### src/rtl/draw_engine_pkg.sv
// draw_engine_pkg: shared screen geometry, widths, command/state enums and the
// position payload used by the draw_engine slice.
package draw_engine_pkg;

  localparam int unsigned SCREEN_W = 160;
  localparam int unsigned SCREEN_H = 120;
  localparam int unsigned X_W      = 8;
  localparam int unsigned Y_W      = 7;
  localparam int unsigned COLOUR_W = 3;

  // Which drawing command is in flight; selects colour, origin and done flag.
  typedef enum logic [2:0] {
    CMD_BG,
    CMD_WIN,
    CMD_CAR,
    CMD_NEW_BG,
    CMD_NEW_CAR
  } cmd_e;

  typedef enum logic [1:0] {
    IDLE,
    FILL,
    RECT
  } state_e;

  // Top-left pixel of a car-sized rectangle.
  typedef struct packed {
    logic [X_W-1:0] x;
    logic [Y_W-1:0] y;
  } pos_t;

endpackage

### src/rtl/draw_engine_if.sv
// draw_engine_if: controller <-> draw_engine bundle.
//   master (game controller): drives command levels, move and direction,
//                             observes the pixel port, done levels and win.
//   slave  (draw_engine):     the reverse.
interface draw_engine_if;
  import draw_engine_pkg::*;

  logic                draw_background;
  logic                draw_car;
  logic                draw_new_background;
  logic                draw_new_car;
  logic                draw_win_screen;
  logic                move;
  logic                forward;
  logic                left;
  logic                right;

  logic [X_W-1:0]      x;
  logic [Y_W-1:0]      y;
  logic [COLOUR_W-1:0] colour;
  logic                plot;
  logic                done1;
  logic                done2;
  logic                done1_new;
  logic                done2_new;
  logic                done3;
  logic                win;

  modport master (
    output draw_background, draw_car, draw_new_background, draw_new_car,
           draw_win_screen, move, forward, left, right,
    input  x, y, colour, plot, done1, done2, done1_new, done2_new, done3, win
  );

  modport slave (
    input  draw_background, draw_car, draw_new_background, draw_new_car,
           draw_win_screen, move, forward, left, right,
    output x, y, colour, plot, done1, done2, done1_new, done2_new, done3, win
  );

endinterface

### src/rtl/draw_engine_car_sprite_rom.sv
// car_sprite_rom: 8x8 one-bit-per-pixel car bitmap, combinational lookup.
//   row     in 3 : bitmap row (car-relative y)
//   col     in 3 : bitmap column (car-relative x)
//   pixel_c out 1: 1 = car pixel, 0 = transparent
module car_sprite_rom (
  input  logic [2:0] row,
  input  logic [2:0] col,
  output logic       pixel_c
);

  logic [7:0] bits;

  always_comb begin
    bits = 8'h00;
    case (row)
      3'd0: bits = 8'b0011_1100;
      3'd1: bits = 8'b0111_1110;
      3'd2: bits = 8'b1101_1011;
      3'd3: bits = 8'b0111_1110;
      3'd4: bits = 8'b0111_1110;
      3'd5: bits = 8'b1101_1011;
      3'd6: bits = 8'b0111_1110;
      3'd7: bits = 8'b0011_1100;
      default: bits = 8'h00;
    endcase
    pixel_c = bits[col];
  end

endmodule

### src/rtl/draw_engine.sv
// draw_engine: car position keeper and one-pixel-per-cycle rectangle drawer
// feeding the 160x120 VGA adapter.
//   Clock, reset (sync, active-high), set_reset_signals (soft reset)
//   bus (draw_engine_if.slave): command levels, move/direction in;
//       registered x/y/colour/plot, done levels and win out.
// Build option: DRAW_ENGINE_SPRITE_EN draws car/new_car from an 8x8 bitmap,
// with 0 bits consuming their cycle at plot=0.
module draw_engine
  import draw_engine_pkg::*;
#(
  parameter int unsigned         CAR_W      = 8,
  parameter int unsigned         CAR_H      = 8,
  parameter int unsigned         STEP       = 4,
  parameter int unsigned         START_X    = 76,
  parameter int unsigned         START_Y    = 108,
  parameter logic [COLOUR_W-1:0] BG_COLOUR  = 3'b010,
  parameter logic [COLOUR_W-1:0] CAR_COLOUR = 3'b100,
  parameter logic [COLOUR_W-1:0] WIN_COLOUR = 3'b110
) (
  input  logic          Clock,
  input  logic          reset,
  input  logic          set_reset_signals,
  draw_engine_if.slave  bus
);

  localparam int unsigned       X_MAX   = SCREEN_W - CAR_W;
  localparam logic signed [8:0] STEP_S  = 9'(STEP);
  localparam logic signed [8:0] X_MAX_S = 9'(X_MAX);

  state_e              state;
  cmd_e                cmd;
  pos_t                cur;
  pos_t                pend;
  pos_t                org;
  logic [X_W-1:0]      cnt_x;
  logic [Y_W-1:0]      cnt_y;
  logic [X_W-1:0]      last_x;
  logic [Y_W-1:0]      last_y;
  logic                scan_end;
  logic [COLOUR_W-1:0] draw_colour;
  logic [X_W-1:0]      x_q;
  logic [Y_W-1:0]      y_q;
  logic [COLOUR_W-1:0] colour_q;
  logic                plot_q;
  logic                done1_q, done2_q, done1_new_q, done2_new_q, done3_q;
  logic                win_q;
  logic                pixel_on;
  logic signed [8:0]   px_s;
  logic signed [8:0]   py_s;

`ifdef DRAW_ENGINE_SPRITE_EN
  logic sprite_px;

  car_sprite_rom u_sprite (
    .row     (cnt_y[2:0]),
    .col     (cnt_x[2:0]),
    .pixel_c (sprite_px)
  );

  assign pixel_on = (cmd == CMD_CAR || cmd == CMD_NEW_CAR) ? sprite_px : 1'b1;
`else
  assign pixel_on = 1'b1;
`endif

  // Pending position: one step in the highest-priority direction, clamped on-screen.
  always_comb begin
    pend = '0;
    px_s = $signed({1'b0, cur.x});
    py_s = $signed({2'b00, cur.y});
    if (bus.forward)    py_s = py_s - STEP_S;
    else if (bus.left)  px_s = px_s - STEP_S;
    else if (bus.right) px_s = px_s + STEP_S;
    if (px_s < 9'sd0)        pend.x = '0;
    else if (px_s > X_MAX_S) pend.x = X_W'(X_MAX);
    else                     pend.x = px_s[X_W-1:0];
    pend.y = (py_s < 9'sd0) ? '0 : py_s[Y_W-1:0];
  end

  // Scan extent for the current state.
  assign last_x = (state == FILL) ? X_W'(SCREEN_W - 1) : X_W'(CAR_W - 1);
  assign last_y = (state == FILL) ? Y_W'(SCREEN_H - 1) : Y_W'(CAR_H - 1);

  // Controller FSM, position/win registers and registered pixel port.
  always_ff @(posedge Clock) begin
    if (reset || set_reset_signals) begin
      state       <= IDLE;
      cmd         <= CMD_BG;
      cur         <= '{x: X_W'(START_X), y: Y_W'(START_Y)};
      org         <= '0;
      cnt_x       <= '0;
      cnt_y       <= '0;
      scan_end    <= 1'b0;
      draw_colour <= '0;
      x_q         <= '0;
      y_q         <= '0;
      colour_q    <= '0;
      plot_q      <= 1'b0;
      done1_q     <= 1'b0;
      done2_q     <= 1'b0;
      done1_new_q <= 1'b0;
      done2_new_q <= 1'b0;
      done3_q     <= 1'b0;
      win_q       <= 1'b0;
    end else begin
      // Done levels drop once their command is released; a finish below overrides.
      if (!bus.draw_background)     done1_q     <= 1'b0;
      if (!bus.draw_car)            done2_q     <= 1'b0;
      if (!bus.draw_new_background) done1_new_q <= 1'b0;
      if (!bus.draw_new_car)        done2_new_q <= 1'b0;
      if (!bus.draw_win_screen)     done3_q     <= 1'b0;

      case (state)
        IDLE: begin
          plot_q   <= 1'b0;
          cnt_x    <= '0;
          cnt_y    <= '0;
          scan_end <= 1'b0;
          if (bus.move) begin
            cur <= pend;
            if (pend.y == '0) win_q <= 1'b1;
          end
          if (bus.draw_win_screen && !done3_q) begin
            state <= FILL; cmd <= CMD_WIN; org <= '0; draw_colour <= WIN_COLOUR;
          end else if (bus.draw_background && !done1_q) begin
            state <= FILL; cmd <= CMD_BG; org <= '0; draw_colour <= BG_COLOUR;
          end else if (bus.draw_new_background && !done1_new_q) begin
            state <= RECT; cmd <= CMD_NEW_BG; org <= cur; draw_colour <= BG_COLOUR;
          end else if (bus.draw_car && !done2_q) begin
            state <= RECT; cmd <= CMD_CAR; org <= cur; draw_colour <= CAR_COLOUR;
          end else if (bus.draw_new_car && !done2_new_q) begin
            state <= RECT; cmd <= CMD_NEW_CAR; org <= pend; draw_colour <= CAR_COLOUR;
          end
        end
        FILL, RECT: begin
          if (scan_end) begin
            // Cycle after the last pixel: report completion and return.
            plot_q <= 1'b0;
            state  <= IDLE;
            case (cmd)
              CMD_BG:      done1_q     <= 1'b1;
              CMD_WIN:     done3_q     <= 1'b1;
              CMD_CAR:     done2_q     <= 1'b1;
              CMD_NEW_BG:  done1_new_q <= 1'b1;
              CMD_NEW_CAR: done2_new_q <= 1'b1;
              default:     ;
            endcase
          end else begin
            x_q      <= org.x + cnt_x;
            y_q      <= org.y + cnt_y;
            colour_q <= draw_colour;
            plot_q   <= pixel_on;
            scan_end <= (cnt_x == last_x) && (cnt_y == last_y);
            if (cnt_x == last_x) begin
              cnt_x <= '0;
              cnt_y <= cnt_y + Y_W'(1);
            end else begin
              cnt_x <= cnt_x + X_W'(1);
            end
          end
        end
        default: state <= IDLE;
      endcase
    end
  end

  assign bus.x         = x_q;
  assign bus.y         = y_q;
  assign bus.colour    = colour_q;
  assign bus.plot      = plot_q;
  assign bus.done1     = done1_q;
  assign bus.done2     = done2_q;
  assign bus.done1_new = done1_new_q;
  assign bus.done2_new = done2_new_q;
  assign bus.done3     = done3_q;
  assign bus.win       = win_q;

endmodule

### src/flat_wrapper.sv
// flat-port wrapper written by rule: the top's interface ports become plain ports
module draw_engine_flat import draw_engine_pkg::*;
#(
  parameter int unsigned         CAR_W      = 8,
  parameter int unsigned         CAR_H      = 8,
  parameter int unsigned         STEP       = 4,
  parameter int unsigned         START_X    = 76,
  parameter int unsigned         START_Y    = 108,
  parameter logic [COLOUR_W-1:0] BG_COLOUR  = 3'b010,
  parameter logic [COLOUR_W-1:0] CAR_COLOUR = 3'b100,
  parameter logic [COLOUR_W-1:0] WIN_COLOUR = 3'b110
)
  (Clock, reset, set_reset_signals, bus_draw_background, bus_draw_car, bus_draw_new_background, bus_draw_new_car, bus_draw_win_screen, bus_move, bus_forward, bus_left, bus_right, bus_x, bus_y, bus_colour, bus_plot, bus_done1, bus_done2, bus_done1_new, bus_done2_new, bus_done3, bus_win);
  draw_engine_if bus_i ();
  input  logic Clock;
  input  logic reset;
  input  logic set_reset_signals;
  input wire logic [$bits(bus_i.draw_background)-1:0] bus_draw_background;
  input wire logic [$bits(bus_i.draw_car)-1:0] bus_draw_car;
  input wire logic [$bits(bus_i.draw_new_background)-1:0] bus_draw_new_background;
  input wire logic [$bits(bus_i.draw_new_car)-1:0] bus_draw_new_car;
  input wire logic [$bits(bus_i.draw_win_screen)-1:0] bus_draw_win_screen;
  input wire logic [$bits(bus_i.move)-1:0] bus_move;
  input wire logic [$bits(bus_i.forward)-1:0] bus_forward;
  input wire logic [$bits(bus_i.left)-1:0] bus_left;
  input wire logic [$bits(bus_i.right)-1:0] bus_right;
  output wire logic [$bits(bus_i.x)-1:0] bus_x;
  output wire logic [$bits(bus_i.y)-1:0] bus_y;
  output wire logic [$bits(bus_i.colour)-1:0] bus_colour;
  output wire logic [$bits(bus_i.plot)-1:0] bus_plot;
  output wire logic [$bits(bus_i.done1)-1:0] bus_done1;
  output wire logic [$bits(bus_i.done2)-1:0] bus_done2;
  output wire logic [$bits(bus_i.done1_new)-1:0] bus_done1_new;
  output wire logic [$bits(bus_i.done2_new)-1:0] bus_done2_new;
  output wire logic [$bits(bus_i.done3)-1:0] bus_done3;
  output wire logic [$bits(bus_i.win)-1:0] bus_win;
  assign bus_i.draw_background = bus_draw_background;
  assign bus_i.draw_car = bus_draw_car;
  assign bus_i.draw_new_background = bus_draw_new_background;
  assign bus_i.draw_new_car = bus_draw_new_car;
  assign bus_i.draw_win_screen = bus_draw_win_screen;
  assign bus_i.move = bus_move;
  assign bus_i.forward = bus_forward;
  assign bus_i.left = bus_left;
  assign bus_i.right = bus_right;
  assign bus_x = bus_i.x;
  assign bus_y = bus_i.y;
  assign bus_colour = bus_i.colour;
  assign bus_plot = bus_i.plot;
  assign bus_done1 = bus_i.done1;
  assign bus_done2 = bus_i.done2;
  assign bus_done1_new = bus_i.done1_new;
  assign bus_done2_new = bus_i.done2_new;
  assign bus_done3 = bus_i.done3;
  assign bus_win = bus_i.win;
  draw_engine #(.CAR_W(CAR_W), .CAR_H(CAR_H), .STEP(STEP), .START_X(START_X), .START_Y(START_Y), .BG_COLOUR(BG_COLOUR), .CAR_COLOUR(CAR_COLOUR), .WIN_COLOUR(WIN_COLOUR)) u_core (.Clock(Clock), .reset(reset), .set_reset_signals(set_reset_signals), .bus(bus_i));
endmodule
### config.mk
export PLATFORM = sky130hd
export DESIGN_NAME = draw_engine_flat
export DESIGN_NICKNAME = d
export VERILOG_FILES = /design/src/rtl/draw_engine_pkg.sv /design/src/rtl/draw_engine_if.sv /design/src/rtl/draw_engine_car_sprite_rom.sv /design/src/rtl/draw_engine.sv /design/src/flat_wrapper.sv
export SDC_FILE = /design/constraint.sdc
export NUM_CORES = 1
export LEC_CHECK = 0
export BUFFER_PORTS_ARGS = -buffer_cell sky130_fd_sc_hd__buf_2
export CORE_MARGIN = 5
export CORE_UTILIZATION = 47
export CTS_CLUSTER_SIZE = 10
export DETAILED_ROUTE_END_ITERATION = 8
export HOLD_SLACK_MARGIN = 0.06
export PLACE_DENSITY = 0.74
export SLEW_MARGIN = 20
export SYNTH_ARGS = -nofsm -noshare
export SYNTH_HDL_FRONTEND = slang
export SYNTH_SLANG_ARGS = --single-unit
### constraint.sdc
create_clock -name Clock -period 3.1 [get_ports Clock]
set_input_delay 0.465 -clock Clock [delete_from_list [all_inputs] [get_ports Clock]]
set_output_delay 0.465 -clock Clock [all_outputs]
set_load 0.05 [all_outputs]
==> results of run 1 <==
-- placed cells by master, fill, tap and decap left out, types with 8 or more instances in the layout --
cell	netlist	routed
nand3_1	11	11
nand4_1	9	9
nor2_1	57	57
nand2_1	59	59
nor3_1	11	11
a21oi_1	50	50
o21ai_0	17	17
nand2b_1	8	8
clkbuf_8	0	11
buf_2	2	35
inv_1	26	26
xor2_1	12	12
a22oi_1	9	9
ha_1	21	21
xnor2_1	16	16
dfxtp_1	77	77
-- worst paths after layout --
| kind | to | cells after the start |
|---|---|---|
| max | u_core.cnt_y[6] | 9 |
| min | u_core.bus.done2_new | 3 |
| max reg2reg | u_core.cnt_y[6] | 9 |
| min reg2reg | u_core.bus.x[2] | 2 |
-- power groups by stage --
stage	logic (mW)	clock network [mW]	registers (mW)
6_report	0.241	0.760	1.02
4_1_cts	0.242	0.776	1.02
3_3_place_gp	0.237	0	1.04
5_1_grt	0.269	0.821	1.02
3_5_place_dp	0.241	0	1.04
2_1_floorplan	0.165	0	1.05
-- final cells by class --
class,count,area (µm²),area share
clock buffer,14,162.7,0.03515
clock inverter,1,30.03,0.006490
inverter,26,97.59,0.02109
multi-input combinational,384,2432,0.5257
sequential,77,1541,0.3332
tap,108,135.1,0.02921
timing repair buffer,42,227.7,0.04922
-- worst max-delay path: stages (launching register included) --
cell	delay (ps)
dfxtp_1	350
inv_1	70
ha_1	240
or4_4	440
a2111oi_4	420
nand2b_1	170
a21oi_4	260
nand4_1	150
xor2_1	160
nor2_1	50
-- metal layers --
layer / wire length [µm] / up-vias
met4: 150 / 0
met1: 4476 / 1730
met3: 449 / 14
met2: 4312 / 93
met5: 0 / -
li1: - / 1859
-- sequential cells by signal, summed over array words and instances (netlist names) --
signal	cells
u_core.cnt_x	8
u_core.bus.done2	1
u_core.org	15
u_core.bus.colour	2
u_core.scan_end	1
u_core.draw_colour	2
u_core.state	2
u_core.cur	15
u_core.bus.x	8
u_core.cnt_y	7
u_core.bus.done3	1
u_core.cmd	3
u_core.bus.y	7
u_core.bus.done1	1
u_core.bus.done2_new	1
u_core.bus.plot	1
u_core.bus.win	1
u_core.bus.done1_new	1
-- per-stage QoR --
stage               power [mW]  hold WS [ps]
detailed placement       1.284         441.5
global placement         1.280         437.1
CTS                      2.038         353.3
global route             2.113         363.6
finish                   2.022         365.2
floorplan                1.217         429.2
-- logic make-up (layout without fill, tap and decap cells) --
group / Yosys count / in the layout / share of synthesized area
AO/OA/AOI/OAI: 133 / 133 / 0.2151
XOR/XNOR: 28 / 28 / 0.05879
adder cells (fa/ha/maj): 23 / 23 / 0.07259
buffers and inverters: 51 / 83 / 0.04739
flip-flops: 77 / 77 / 0.3695
multiplexers: 2 / 2 / 0.004799
other: 1 / 1 / 0.0008990
AND/OR/NAND/NOR: 197 / 197 / 0.2310
==> summary.md, run 1 <==
| Metric | Value |
|---|---|
| Initial Utilization | 0.4807 |
| Yosys top cell by area | dfxtp_1 |
| Critical Path RT | around 3300 ps |
| Clock latency on the worst-skew pair | between 300 and 400 ps |
| Pre-antenna DRT Iters | 4 |
| Maxcap violations | 0 |
| Die area | ~0.011 mm² |
| Clk pin slew, worst setup/hold paths | 80 ps |
| Post-detail-place hpwl | between 7000 and 8000 µm |
| Cell count after synthesis | approximately 500 |
| Setup crit end kind | flip-flop |
| Sequential share of power | 0.505 |
| Pre-CTS setup slack | slightly below 400 ps |
| Status | completed |
| Antenna diodes | 0 |
| Number of setup buffers added after CTS | 0 |
| Hold Crit Class | in2reg |
| RR Startpoint | u_core.state[1] |
| Via density | about 5.7 |
| Clock root buffer | clkbuf_8 |
| First-pass GRT wire length | roughly 16000 µm |
| Switching share of power | 0.2610 |
| Final WL | 9389 µm |
| Switching pwr | 527.8 µW |
| GR met3 Demand/Resource | 0.03290 |
| Share of cells above drive strength 1 | 0.1232 |
| Setup tns final | 0 ps |
| DRC violations left | 0 |
| Hold Vio Cnt, Final | 0 |
| Slew of the pin with the lowest slew margin | about 790 ps |
| Synth-to-Final Area Change | 10.92% |
| Clock sink count | 77 |
| Synth Register Bits | between 70 and 80 |
| Most common cell in the synthesized netlist | dfxtp_1 |
| CORE AREA | ~0.0087 mm² |
| Total track usage | 0.1759 |
| Num CTS Buffers | 9 |
| Crit path max fanout | 7 |
| Post-synthesis sequential area ratio | 0.3695 |
| CTS max path bufs | 2 |
| Period utilization | 0.7861 |
| Via count of the first global-routing pass | between 3000 and 4000 |
| CP startpoint kind | flip-flop |
| CTS tree | built |
| Synth Warn # | 0 |
| Yosys top cell area share | 0.3695 |
| Ranking of synthesized cells by area | dfxtp_1, ha_1, a21oi_1, nand2_1, nor2_1 |
| GR met1 Demand/Resource | 0.2373 |
| Routed WL per cell | roughly 14 µm |
| Async set-or-reset flop fraction in the synthesized netlist | 0 |
| Max VDD drop | approximately 200 µV |
| Post-synthesis cell type count | a little over 60 |
| I/O pin cnt | 37 |
| Fin. max-slew vios | 0 |
| Final worst setup slack | roughly 660 ps |
| Number of fill cells | about 830 |
| LEAKAGE | ~1.8 nW |
| Min-delay src | bus_draw_new_car |
| Commonest register cell after synthesis | dfxtp_1 |
| Tmin final | ~2400 ps |
| Final setup vio count | 0 |
| # resized after CTS | 0 |
| H-tree Lvls | 3 |
| Critical Path Start | u_core.state[1] |
| GRT met2 Usage | 0.2791 |
| Cell area after layout | ~0.0046 mm² |
| Hold_buf cts | 0 |
| Synth Area per Inst | 8.147 µm² |
| Critical path type | reg2reg |
| # placed instances | 637 |
| DR iter-0 viols | between 150 and 200 |
| R2r setup slk | about 660 ps |
| Antenna violations before repair | 0 |
| Post-route insts no fill | about 650 |
| Placed instance area | ~0.0044 mm² |
| Post-synth EDFFs | 0 |
| Worst EP arrival | roughly 2700 ps |
| Synth Cell Area | 0.004172 mm² |
| Fin nets | 575 |
| RSZ-0062 raised after global routing | no |
| Internal power | approximately 1.5 mW |
| GRT Residual Overflow | 0 |
| Clock share of power | 0.376 |
| Syn_nets | between 500 and 600 |
| Gpl congestion | about 0.86 |
| Die height | about 100 µm |
| Worst Clk Skew | 9.514 ps |
| Layer with the highest usage | met2 |
| DR vias | about 3700 |
| Post-DRT Antenna Nets | 0 |
| Port Buffers | 35 |
| Top cells by count, synth | dfxtp_1, nand2_1, nor2_1, a21oi_1, inv_1 |
| Final Util | 0.5332 |
| Row cnt | 34 |
| FMAX | ~410 MHz |
| Power density over the cells | between 400 and 500 mW/mm² |
| Max-Slew Margin vs Limit | 0.4707 |
| Die X-Extent | between 100 and 150 µm |
| Largest net degree at the start of global routing | 43 |
| Gate power share | 0.119 |
No activity file was read; power rests on OpenSTA's default activity.
==> run 2, diff against run 1 <==
--- a/config.mk
+++ b/config.mk
@@ -11,7 +11,7 @@
 export CTS_CLUSTER_SIZE = 10
 export DETAILED_ROUTE_END_ITERATION = 8
 export HOLD_SLACK_MARGIN = 0.06
-export PLACE_DENSITY = 0.74
+export PLACE_DENSITY = 0.77
 export SLEW_MARGIN = 20
 export SYNTH_ARGS = -nofsm -noshare
 export SYNTH_HDL_FRONTEND = slang
==> constraint.sdc (replaced) <==
create_clock -name Clock -period 1.95 [get_ports Clock]
set_input_delay 0.2925 -clock Clock [delete_from_list [all_inputs] [get_ports Clock]]
set_output_delay 0.2925 -clock Clock [all_outputs]
set_load 0.05 [all_outputs]
==> summary.md, run 2 (synthesis results as in run 1) <==
| Metric | Value |
|---|---|
| Period utilization | 1.137 |
| Clock latency on the worst-skew pair | around 360 ps |
| Final worst setup slack | -268.0 ps |
| R2r setup slk | -270 ps |
| Row cnt | 34 |
| Max-Slew Margin vs Limit | 0.6571 |
| Critical Path RT | ~2200 ps |
| Fin. max-slew vios | 0 |
| Worst Clk Skew | 15.73 ps |
| Total track usage | 0.2052 |
| Leading cell type in the layout, fill and taps excluded | buf_4 |
| CORE AREA | 0.008678 mm² |
| Max VDD drop | a little over 400 µV |
| Worst path slowest cell | or4b_4 |
| Post-detail-place hpwl | about 8000 µm |
| Biggest regs | u_core.cur (15), u_core.org (15) |
| CP cell instances | or4b_4, o32ai_4, nand2_4, xor2_4, a211oi_4, nor3_2, o31ai_1 |
| Clock root buffer | clkbuf_8 |
| Cell area after layout | 0.005622 mm² |
| Pre-antenna DRT Iters | 5 |
| Share of cells above drive strength 1 | 0.3408 |
| Slew of the pin with the lowest slew margin | between 500 and 600 ps |
| Tmin final | about 2200 ps |
| DRC violations left | 0 |
| Die X-Extent | approximately 100 µm |
| Critical path type | reg2reg |
| RSZ-0062 raised after global routing | yes |
| CTS max path bufs | 2 |
| Via density | 5.721 |
| Setup crit end kind | flip-flop |
| Synth-to-Final Area Change | 34.76% |
| Pre-CTS setup slack | -240.8 ps |
| Num CTS Buffers | 9 |
| Initial Utilization | 0.4807 |
| Final WL | ~12000 µm |
| Via count of the first global-routing pass | 4025 |
| FF/Latch Area | 0.001564 mm² |
| GRT Residual Overflow | 0 |
| CTS tree | built |
| Largest net degree at the start of global routing | between 40 and 50 |
| Failing checks | negative setup slack |
| Number of fill cells | a little over 700 |
| Worst EP arrival | 2480 ps |
| H-tree Lvls | 3 |
| FMAX | approximately 450 MHz |
| Hold Vio Cnt, Final | 0 |
| Area occupied by multi-input gates | 0.002731 mm² |
| Placed instance area | between 0.004 and 0.005 mm² |
| DR iter-0 viols | ~170 |
| Die height | 104.2 µm |
| Final setup vio count | 22 |
| Delay of the slowest critical-path stage | 540 ps |
| Status | finished, violations left |
| Most frequent cells in the layout | buf_4, dfxtp_1, nand2_1 |
| First-pass GRT wire length | approximately 19000 µm |
| Fin nets | ~660 |
| Final Util | 0.6478 |
| Gpl congestion | roughly 0.9 |
| CP startpoint kind | flip-flop |
| Power density over the cells | roughly 630 mW/mm² |
| Antenna diodes | 0 |
| I/O pin cnt | 37 |
| Port Buffers | 35 |
| Post-DRT Antenna Nets | 0 |
| Maxcap violations | 0 |
| Hold Crit Class | in2reg |
| Clock sink count | between 70 and 80 |
| Antenna violations before repair | 0 |
| DR vias | about 4200 |
| Crit path max fanout | 6 |
| LEAKAGE | between 2 and 2.5 nW |
| Routed WL per cell | between 15 and 20 µm |
| Die area | about 0.011 mm² |
| Clk pin slew, worst setup/hold paths | approximately 90 ps |
## run 2: cell count changes in the layout (fill, tap and decap cells not counted), sizes merged
cell      delta
buf         +83
bufinv       +1
clkbuf       -3
clkinv       +1
clkinvlp     +1
inv          +1
## run 2: final timing paths
kind,startpoint,endpoint,cells past startpoint
max,u_core.cur[10],u_core.org[10],7
min,bus_draw_new_background,u_core.bus.done1_new,3
max reg2reg,u_core.cur[10],u_core.org[10],7
min reg2reg,u_core.bus.x[4],u_core.bus.x[4],2
## run 2: worst max-delay path: cells and delay by family, from the launching register on
kind / cells / cell delay, ps
simple gates: 3 / 760
flops: 1 / 390
xor+xnor: 1 / 200
compound gates: 3 / 790
## run 2: final cells by class
type                    instances  share of cell area
clock buffers                  11             0.02515
clock inverters                 5             0.01447
inverters                      26             0.01825
multi-input cells             384              0.4859
flip-flops and latches         77              0.2782
well taps                     108             0.02404
repair buffers                125              0.1540
## run 2: report_power, final
group,total [mW],switching (mW),internal (mW)
combinational,0.558,0.329,0.229
sequential,1.62,0.0230,1.59
clock,1.36,0.603,0.759
total,3.54,0.954,2.58
## run 2: metal layers
layer | up-vias | share of wire | GRT usage
met2 | 142 | 0.51 | 0.3570
met3 | 29 | 0.051 | 0.02917
met5 | - | 0 | 0
li1 | 2025 | - | -
met1 | 2015 | 0.41 | 0.2505
met4 | 0 | 0.024 | 0.08973
## run 2: per-stage QoR
stage          cells  setup TNS (ps)  total power, mW  hold slack (ps)
6_report         736           -3415            3.536            184.6
5_1_grt          736           -6169            3.667            191.3
3_3_place_gp     692           -1958            2.117            439.5
3_5_place_dp     692           -3651            2.133            446.0
4_1_cts          720           -2056            3.494            170.7
2_1_floorplan    512          -370.6            1.944            428.5
## run 2: what timing repair did
action                                  in CTS  in global routing
resized for setup                           30                 47
buffers inserted                            12                 17
endpoints found under the setup margin      25                 38
hold buffers                                 0                  0
hold endpoints to repair                     0                  0
pin swaps                                   14                 26
